[config.mk]
export PLATFORM = sky130hd
export DESIGN_NAME = if_id_queue
export DESIGN_NICKNAME = d
export VERILOG_FILES = /design/src/rtl/if_id_queue.sv
export SDC_FILE = /design/constraint.sdc
export NUM_CORES = 1
export LEC_CHECK = 0
export CAP_MARGIN = 10
export CORE_ASPECT_RATIO = 0.8
export CORE_UTILIZATION = 49
export DETAILED_ROUTE_END_ITERATION = 8
export PLACE_DENSITY = 0.77
export SLEW_MARGIN = 10
export SYNTH_ARGS = -nofsm -noshare
export SYNTH_HDL_FRONTEND = slang
export SYNTH_SLANG_ARGS = --single-unit
[constraint.sdc]
create_clock -name clk -period 2.4 [get_ports clk]
set_input_delay 0.72 -clock clk [delete_from_list [all_inputs] [get_ports clk]]
set_output_delay 0.72 -clock clk [all_outputs]
set_load 0.01 [all_outputs]
[src/rtl/if_id_queue.sv]
// Fetch-to-decode instruction queue (DEPTH-entry FIFO); IFID_BYPASS_EN adds an empty-queue same-cycle bypass.
// Latency: 1 cycle base / 0 with bypass; if_ready_o drops when full, decode stalls via id_ready_i, flush_i empties.
module if_id_queue #(
  parameter int DATA_W = 32,
  parameter int ADDR_W = 14,
  parameter int DEPTH  = 4,
  parameter logic [DATA_W-1:0] NOP_INSTR = 'h00000013
) (
  input  logic                     clk,
  input  logic                     rst_n,
  input  logic                     flush_i,
  input  logic                     if_valid_i,
  input  logic [DATA_W-1:0]        if_instr_i,
  input  logic [ADDR_W-1:0]        if_addr_i,
  output logic                     if_ready_o,
  output logic                     id_valid_o,
  output logic [DATA_W-1:0]        id_instr_o,
  output logic [ADDR_W-1:0]        id_addr_o,
  input  logic                     id_ready_i,
  output logic [$clog2(DEPTH):0]   level_o
);

  localparam int PTR_W = $clog2(DEPTH);
  localparam int CNT_W = PTR_W + 1;
  localparam logic [CNT_W-1:0] FULL = CNT_W'(DEPTH);

  logic [DATA_W-1:0] instr_mem_q [DEPTH];
  logic [ADDR_W-1:0] addr_mem_q  [DEPTH];
  logic [PTR_W-1:0]  wr_ptr_q, wr_ptr_d;
  logic [PTR_W-1:0]  rd_ptr_q, rd_ptr_d;
  logic [CNT_W-1:0]  count_q, count_d;
  logic              head_vld;
  logic              push;
  logic              pop;

  assign head_vld   = (count_q != '0);
  assign if_ready_o = (count_q != FULL);
  assign level_o    = count_q;

`ifdef IFID_BYPASS_EN
  logic bypass;
  assign bypass     = ~head_vld & if_valid_i & ~flush_i;
  assign id_valid_o = head_vld | bypass;
  assign id_instr_o = head_vld ? instr_mem_q[rd_ptr_q] : (bypass ? if_instr_i : NOP_INSTR);
  assign id_addr_o  = head_vld ? addr_mem_q[rd_ptr_q]  : (bypass ? if_addr_i  : '0);
  // A bypassed word taken by decode never touches storage.
  assign push = if_valid_i & if_ready_o & ~flush_i & ~(bypass & id_ready_i);
  assign pop  = head_vld & id_ready_i & ~flush_i;
`else
  assign id_valid_o = head_vld;
  assign id_instr_o = head_vld ? instr_mem_q[rd_ptr_q] : NOP_INSTR;
  assign id_addr_o  = head_vld ? addr_mem_q[rd_ptr_q]  : '0;
  assign push = if_valid_i & if_ready_o & ~flush_i;
  assign pop  = head_vld & id_ready_i & ~flush_i;
`endif

  always_comb begin
    wr_ptr_d = wr_ptr_q;
    rd_ptr_d = rd_ptr_q;
    count_d  = count_q;
    if (flush_i) begin
      wr_ptr_d = '0;
      rd_ptr_d = '0;
      count_d  = '0;
    end else begin
      if (push) wr_ptr_d = wr_ptr_q + PTR_W'(1);
      if (pop)  rd_ptr_d = rd_ptr_q + PTR_W'(1);
      case ({push, pop})
        2'b10:   count_d = count_q + CNT_W'(1);
        2'b01:   count_d = count_q - CNT_W'(1);
        default: count_d = count_q;
      endcase
    end
  end

  always_ff @(posedge clk or negedge rst_n) begin
    if (!rst_n) begin
      wr_ptr_q <= '0;
      rd_ptr_q <= '0;
      count_q  <= '0;
    end else begin
      wr_ptr_q <= wr_ptr_d;
      rd_ptr_q <= rd_ptr_d;
      count_q  <= count_d;
    end
  end

  always_ff @(posedge clk) begin
    if (push) begin
      instr_mem_q[wr_ptr_q] <= if_instr_i;
      addr_mem_q[wr_ptr_q]  <= if_addr_i;
    end
  end

endmodule
Word-level counts from Yosys, hierarchy flattened
Memory sizes are Yosys's and may differ from the RTL's.
Index checks and enable logic that the tools add are counted.

storage, ports and cells
  flip-flop bits (word level) = 7
  memory bits (writable) = 184
  word-level logic and storage cells = 31
  memories = 2

operators by class
  add/subtract/negate cells = 4
  equal/unequal tests = 3
  mux-type cells = 10
  bitwise logic cells = 5
  reduce and logical (&&, ||, !) cells = 4

memory list
  memory       depth  bits a word  rd ports  clocked after memory_dff  write ports  line  RTL
  instr_mem_q  4      32           1         0                         1            27    logic [DATA_W-1:0] instr_mem_q [DEPTH];
  addr_mem_q   4      14           1         0                         1            28    logic [ADDR_W-1:0] addr_mem_q [DEPTH];

operators with widths
  operator                                             number
  2-to-1 mux 32 bit                                    1
  2-to-1 mux 14 bit                                    1
  2-to-1 mux 2 bit                                     4
  one-hot mux 3 bit (2 select lines)                   1
  nonzero test 3 bit                                   2
  adder 2 x 1 -> 2 bit, second input constant          2
  bitwise AND 1 bit                                    4
  nonzero test 2 bit                                   2
  adder 3 x 1 -> 3 bit, second input constant          1
  2-to-1 mux 3 bit                                     1
  inequality test 3 bit, second input constant         1
  subtractor 3 x 1 -> 3 bit, second input constant     1
  equality test 2 x 1 -> 1 bit, second input constant  1
  equality test 2 bit, second input constant           1
  2-to-1 mux 1 bit                                     2
  NOT 1 bit                                            1

Logic depth before layout (Yosys ltp)
Gate-level depths: netlist (run 1).

  depth in word-level cells = 6
  mapped depth = 9
  gate-level depth less buffers = 8

Least setup slack after synthesis (run 1)
Ideal clock, no wire load.

  kind = input -> register
  start point = in if_valid_i
  end point = mem addr_mem_q[0][0], enable pin
  library setup time = 408 ps
  arrival = 2299 ps
  setup slack = -307 ps
  stages on the path = 3
  path buffers = 1
  cell sequence = buf_2 > nor2b_1 > and3_1

between the ends
  cells in the longest elaborated chain, start to end = 4

ends and longest elaborated chain
  item                                    line  RTL
  start: declaration                      12    input logic if_valid_i,
  bitwise AND 1 bit (2 in a row)          53    assign push = if_valid_i & if_ready_o & ~flush_i;
  2-to-1 mux 1 bit                        89    if (push) begin
  2-to-1 mux 1 bit (implied by the code)  91    addr_mem_q[wr_ptr_q] <= if_addr_i;
  end: declaration                        28

Every way passes these cells.

Final worst setup path (run 1)
  start point = reg rd_ptr_q[0]
  end point = out id_instr_o[26]

between the ends
  cells in the longest elaborated chain, start to end = 2

ends and longest elaborated chain
  item                      line  RTL
  start: declaration        30    logic [PTR_W-1:0] rd_ptr_q, rd_ptr_d;
  start signal: assignment  83    rd_ptr_q <= rd_ptr_d;
  memory read (4 x 32 bit)  --
  2-to-1 mux 32 bit         51    assign id_instr_o = head_vld ? instr_mem_q[rd_ptr_q] : NOP_INSTR;
  end: declaration          17    output logic [DATA_W-1:0] id_instr_o,

Every way passes these cells.

==> results of run 1 <==
[power by group through the flow]
stage                     registers (mW)  logic (mW)  clock network [mW]
final                               3.88        2.97                2.69
after floorplan                     3.94        1.12                   0
after detailed placement            3.96        2.27                   0
after global placement              3.94        2.24                   0
after CTS                           3.88        2.78                2.73
after global routing                3.89        3.15                2.86
[metrics by stage]
stage          setup WS [ns]  hold slack, ns
2_1_floorplan         0.0448           0.424
3_3_place_gp          -0.308           0.557
3_5_place_dp          -0.422           0.576
4_1_cts               -0.401           0.538
5_1_grt               -0.448           0.554
6_report              -0.387           0.546
[Yosys cell counts (2+ instances only)]
| library cell | count | area share (%) |
|---|---|---|
| a2111oi_0 | 2 | 0.23 |
| a21oi_1 | 3 | 0.20 |
| and2_1 | 43 | 3.6 |
| and3_1 | 4 | 0.33 |
| buf_2 | 7 | 0.47 |
| buf_4 | 2 | 0.20 |
| buf_6 | 2 | 0.30 |
| clkbuf_1 | 7 | 0.35 |
| dfrtp_1 | 7 | 2.3 |
| edfxtp_1 | 184 | 74 |
| ha_1 | 4 | 0.67 |
| inv_1 | 4 | 0.20 |
| mux4_2 | 46 | 14 |
| nand2_1 | 6 | 0.30 |
| nand3_1 | 3 | 0.20 |
| nor2_1 | 6 | 0.30 |
| nor2b_1 | 2 | 0.17 |
| nor3_1 | 2 | 0.13 |
| or2_2 | 3 | 0.25 |
| xor2_1 | 3 | 0.35 |
[flip-flops by register name (all words and copies together) (netlist names)]
name / cells
rd_ptr_q: 2
level_o: 3
instr_mem_q: 128
wr_ptr_q: 2
addr_mem_q: 56
[logic make-up after synthesis]
| kind of cell | count (synthesis) |
|---|---|
| XOR/XNOR | 4 |
| adder cells (fa/ha/maj) | 5 |
| AO/OA/AOI/OAI | 10 |
| buffers and inverters | 23 |
| flip-flops | 191 |
| AND/OR/NAND/NOR | 75 |
| multiplexers | 47 |
[final timing paths]
path | slack (ns) | to | depth (start not counted)
max | -0.39 | id_instr_o[26] | 6
min | 0.55 | level_o[1]$_DFFE_PN0P_ | 1
max reg2reg | 0.01 | level_o[2]$_DFFE_PN0P_ | 9
min reg2reg | 0.59 | wr_ptr_q[1]$_DFFE_PN0P_ | 2
max in group asynchronous | 1.57 | rd_ptr_q[0]$_DFFE_PN0P_ | 1
min in group clk | 0.59 | wr_ptr_q[1]$_DFFE_PN0P_ | 2
[timing repair]
action | CTS | global route
buffers inserted | 13 | 7
cloned | 6 | 0
pin swaps | 37 | 3
setup endpoints to repair | 48 | 50
gates resized for setup | 272 | 34
[area by class of cell]
cell class	count	share of cell area, %
sequential	191	56.2
timing repair buffer	158	18.0
multi-input combinational	141	17.8
clock buffer	17	4.19
tap	189	2.33
clock inverter	15	1.38
inverter	5	0.209
[metal layers]
metal | up-vias | track usage [%] | part of all wire, % | wire, microns
met1 | 2054 | 26.2 | 42 | 6330
met4 | 0 | 6.23 | 1.2 | 172
met5 | - | 0 | 0 | 0
met2 | 114 | 33.4 | 50 | 7490
met3 | 17 | 7.12 | 6.1 | 914
li1 | 1752 | - | - | -
[worst reg2reg max path: cells and delay by family (launching register included)]
| family | cells | cell delay (ns) |
|---|---|---|
| AND/OR/NAND/NOR | 4 | 0.95 |
| flip-flops | 1 | 0.41 |
| adder cells (fa/ha/maj) | 1 | 0.37 |
| AO/OA/AOI/OAI | 2 | 0.36 |
| buffers and inverters | 2 | 0.23 |
==> flow_summary.json, run 1 <==
{
  "ff_latch_area_sq_mm": 0.00571,
  "fin_nets": 570,
  "path_clk_slew_ns": 0.07,
  "fin_crit_ns": 2.79,
  "r2r-start": "level_o[1]$_DFFE_PN0P_",
  "clock.fmax_mhz": 359,
  "start_kind": "register",
  "slowest_delay_ns": 0.54,
  "drc": 0,
  "final_cell_area_sq_mm": 0.0102,
  "die_area_sq_mm": 0.0158,
  "outcome": "finished with violations",
  "clkPwrFrac_pct": 28.2,
  "ys_seq_elements": 191,
  "setup-violations-final": 46,
  "initial_core_util_pct": 50.1,
  "initialDrtViolationCount": 273,
  "die_h_microns": 113,
  "arrival_ns": 2.07,
  "rows": 40,
  "postSynthCellCount": 355,
  "yosysWarnings": 0,
  "placement.io_buffers": 101,
  "h-tree-depth": 4,
  "grt_pass1_vias": 4180,
  "synthDistinctLibCells": 35,
  "multiInputGateArea_sq_mm": 0.00181,
  "first_pass_iters": 4,
  "end_kind": "output pin",
  "synth_compound_gate_area_share_pct": 0.969,
  "crit_required_ns": 1.68,
  "period_share_pct": 116,
  "rsz0062_at_grt": "yes",
  "dpl_cell_area_sq_mm": 0.00910,
  "synth_seq_area_share_pct": 76.1,
  "synth_edf_count": 184,
  "critPathLaunch": "rd_ptr_q[0]$_DFFE_PN0P_",
  "holdBufCountCts": 0,
  "fin_util_pct": 67.9,
  "p_per_area_mw_per_mm2": 939,
  "cpMostUsedCell": "buf_6",
  "core-area_sq_mm": 0.0150,
  "die_w_microns": 140,
  "critPathBufInv": 4,
  "antenna_left": 0,
  "cts_made_buffers": 17,
  "drv_slew": 0,
  "slowest_stage": "dfrtp_4",
  "vias": 3937,
  "cts_max_path_buffers": 2,
  "final_common_cell": "edfxtp_1",
  "critPathMaxFanout": 7,
  "power.internal_mw": 7.00,
  "seq_power_share_pct": 40.7,
  "synth_nets": 411,
  "antennaDiodeCount": 0,
  "synthSimpleGateAreaFrac_pct": 6.01,
  "final_cells": 716,
  "nFillCells": 938,
  "vias_per_cell": 5.50,
  "drt_wl_total_mm": 14.9,
  "worstSkewPairLatency_ns": 0.44,
  "fin_ws_ns": -0.387,
  "dp_cells": 663,
  "syn_to_final_growth_pct": 35.6,
  "gp_congestion": 0.751,
  "finClkSkew_ns": 0.0102,
  "ios": 102,
  "synth_mux_area_share_pct": 14.0,
  "crit_family": "flip-flops",
  "cts_tree": "built",
  "clock-sinks": 191,
  "synth_top_family_by_area": "multiplexers",
  "grt_pass1_wl_mm": 23.1,
  "grtUsageTotal_pct": 20.5,
  "yosys.area_share.xor_xnor_pct": 0.468,
  "setup_tns_ns": -14.52,
  "synthArstFlopShare_pct": 3.66,
  "synthAdderAreaFrac_pct": 0.935,
  "hpwl_mm": 9.25,
  "grt_max_degree": 22,
  "netlist_area_sq_mm": 0.00749,
  "swShare_pct": 26.6,
  "power.net_switching_mw": 2.54,
  "syn_avg_cell_area_sq_um": 21.1,
  "leakagePower_nw": 3.53,
  "cts-root-buf": "clkbuf_16",
  "hold_viol": 0,
  "combinationalPowerShare_pct": 31.1,
  "synth_ff_type": "edfxtp_1",
  "drv_cap": 0,
  "wl_per_cell_microns": 20.8,
  "hold_path.class": "in2async",
  "power_mw": 9.54,
  "path_cells": "buf_6 > buf_12 > buf_16 > mux4_2 > and2_4 > buf_6",
  "antenna_found_initial": 0,
  "violations": "negative setup slack",
  "worstMarginPinSlew_ns": 0.404,
  "vdd_drop_max_uv": 564,
  "gr-total-overflow": 0,
  "drive_gt1_share_pct": 45.4,
  "setup.worst_path.class": "reg2out",
  "mostFrequentLayoutCells": "edfxtp_1 (184), clkdlybuf4s50_1 (53), buf_6 (53)",
  "slew_headroom_pct": 72.4
}
Note: power is estimated with default switching activity, not from simulation.
==> run 2: changes to the inputs <==
--- a/config.mk
+++ b/config.mk
@@ -5,11 +5,14 @@
 export SDC_FILE = /design/constraint.sdc
 export NUM_CORES = 1
 export LEC_CHECK = 0
+export ABC_CLOCK_PERIOD_IN_PS = 2400
 export CAP_MARGIN = 10
 export CORE_ASPECT_RATIO = 0.8
 export CORE_UTILIZATION = 49
 export DETAILED_ROUTE_END_ITERATION = 8
+export MAX_ROUTING_LAYER = met4
 export PLACE_DENSITY = 0.77
+export SKIP_CTS_REPAIR_TIMING = 1
 export SLEW_MARGIN = 10
 export SYNTH_ARGS = -nofsm -noshare
 export SYNTH_HDL_FRONTEND = slang
==> run 2 against run 1 <==
Against the previous run: the flow still finishes with violations (negative setup slack); combinational power decreased by 18%; core utilization decreased by 1.9 points; sequential power about the same.
==> flow_summary.json, run 2 (synthesis gave the netlist of run 1 again) <==
{
  "outcome": "finished with violations",
  "violations": "negative setup slack",
  "critPathMaxFanout": 8,
  "rows": 40,
  "grtUsageTotal_pct": 20.0,
  "fin_nets": 558,
  "largest_register_ffs": 128,
  "antenna_found_initial": 0,
  "rsz0062_at_grt": "yes",
  "grt_max_degree": 22,
  "place_ws_ns": -0.422,
  "vias_per_cell": 5.44,
  "cts_max_path_buffers": 2,
  "setup_tns_ns": -13.40,
  "initial_core_util_pct": 50.1,
  "fin_ws_ns": -0.362,
  "leakagePower_nw": 3.64,
  "cts_made_buffers": 17,
  "p_per_area_mw_per_mm2": 911,
  "mostFrequentLayoutCells": "edfxtp_1 (184), clkdlybuf4s50_1 (53), mux4_2 (46)",
  "cts-root-buf": "clkbuf_16",
  "period_share_pct": 115,
  "start_kind": "register",
  "crit_required_ns": 1.68,
  "antennaDiodeCount": 0,
  "arrival_ns": 2.04,
  "drc": 0,
  "gp_congestion": 0.760,
  "rr_worst_depth": 8,
  "drive_gt1_share_pct": 35.7,
  "ios": 102,
  "finClkSkew_ns": 0.00979,
  "r2r_slack_ns": 0.14,
  "worstMarginPinSlew_ns": 0.415,
  "setup-violations-final": 46,
  "vias": 3833,
  "final_common_cell": "edfxtp_1",
  "die_w_microns": 140,
  "drt_wl_total_mm": 14.6,
  "hold_viol": 0,
  "critPathLaunch": "rd_ptr_q[0]$_DFFE_PN0P_",
  "r2r-start": "level_o[2]$_DFFE_PN0P_",
  "antenna_left": 0,
  "first_pass_iters": 4,
  "path_clk_slew_ns": 0.07,
  "slew_headroom_pct": 71.6,
  "clock-sinks": 191,
  "die_h_microns": 113,
  "setup.worst_path.class": "reg2out",
  "clock.fmax_mhz": 362,
  "die_area_sq_mm": 0.0158,
  "grt_pass1_wl_mm": 21.9,
  "vdd_drop_max_uv": 579,
  "cts_tree": "built",
  "grt_pass1_vias": 4081,
  "hold_path.class": "in2async",
  "drv_slew": 0,
  "initialDrtViolationCount": 267,
  "placement.io_buffers": 101,
  "fin_util_pct": 66.0,
  "drv_cap": 0,
  "wl_per_cell_microns": 20.7,
  "worstSkewPairLatency_ns": 0.43,
  "fin_hold_ws_ns": 0.551,
  "top_register": "instr_mem_q",
  "fin_crit_ns": 2.76,
  "syn_to_final_growth_pct": 31.9,
  "r2r-end": "level_o[2]$_DFFE_PN0P_",
  "h-tree-depth": 4,
  "end_kind": "output pin",
  "hpwl_mm": 9.25,
  "core-area_sq_mm": 0.0150,
  "gr-total-overflow": 0
}
-- run 2: critical path: stages (launching register included) --
cell and delay, ns:
dfrtp_4 0.50, buf_6 0.15, clkbuf_16 0.17, buf_6 0.12
mux4_2 0.40, and2_4 0.15, buf_6 0.11
-- run 2: power breakdown --
part	switching, mW	internal (mW)
combinational	1.05	1.40
clock	1.30	1.38
sequential	0.0569	3.81
total	2.41	6.60
-- run 2: how the worst max path moves through the flow --
stage,to
6_report,id_instr_o[31]
5_1_grt,id_instr_o[31]
4_1_cts,id_addr_o[4]
3_5_place_dp,level_o[2]$_DFFE_PN0P_
3_3_place_gp,level_o[2]$_DFFE_PN0P_
2_1_floorplan,level_o[2]$_DFFE_PN0P_
-- run 2: final cells by class --
type	count	area [sq um]
repair buffers	146	1610
clock buffers	17	425
inverters	5	18.8
fillers	964	5080
flip-flops and latches	191	5710
clock inverters	15	140
well taps	189	236
multi-input cells	141	1750
-- run 2: routing by layer --
layer | routed length [microns] | part of all wire (%) | global-route usage [%]
met1 | 6430 | 44 | 24.5
met2 | 7200 | 49 | 31.3
met3 | 807 | 5.5 | 6.83
met4 | 149 | 1.0 | 6.96
met5 | 0 | 0 | -
-- run 2: stage by stage --
stage	instances	power [mW]	instance area, sq um
after floorplan	355	5.06	7500
after detailed placement	663	6.23	9100
after global placement	663	6.19	9100
final	704	9.00	9880
after global routing	704	9.37	9880
after CTS	695	8.90	9660
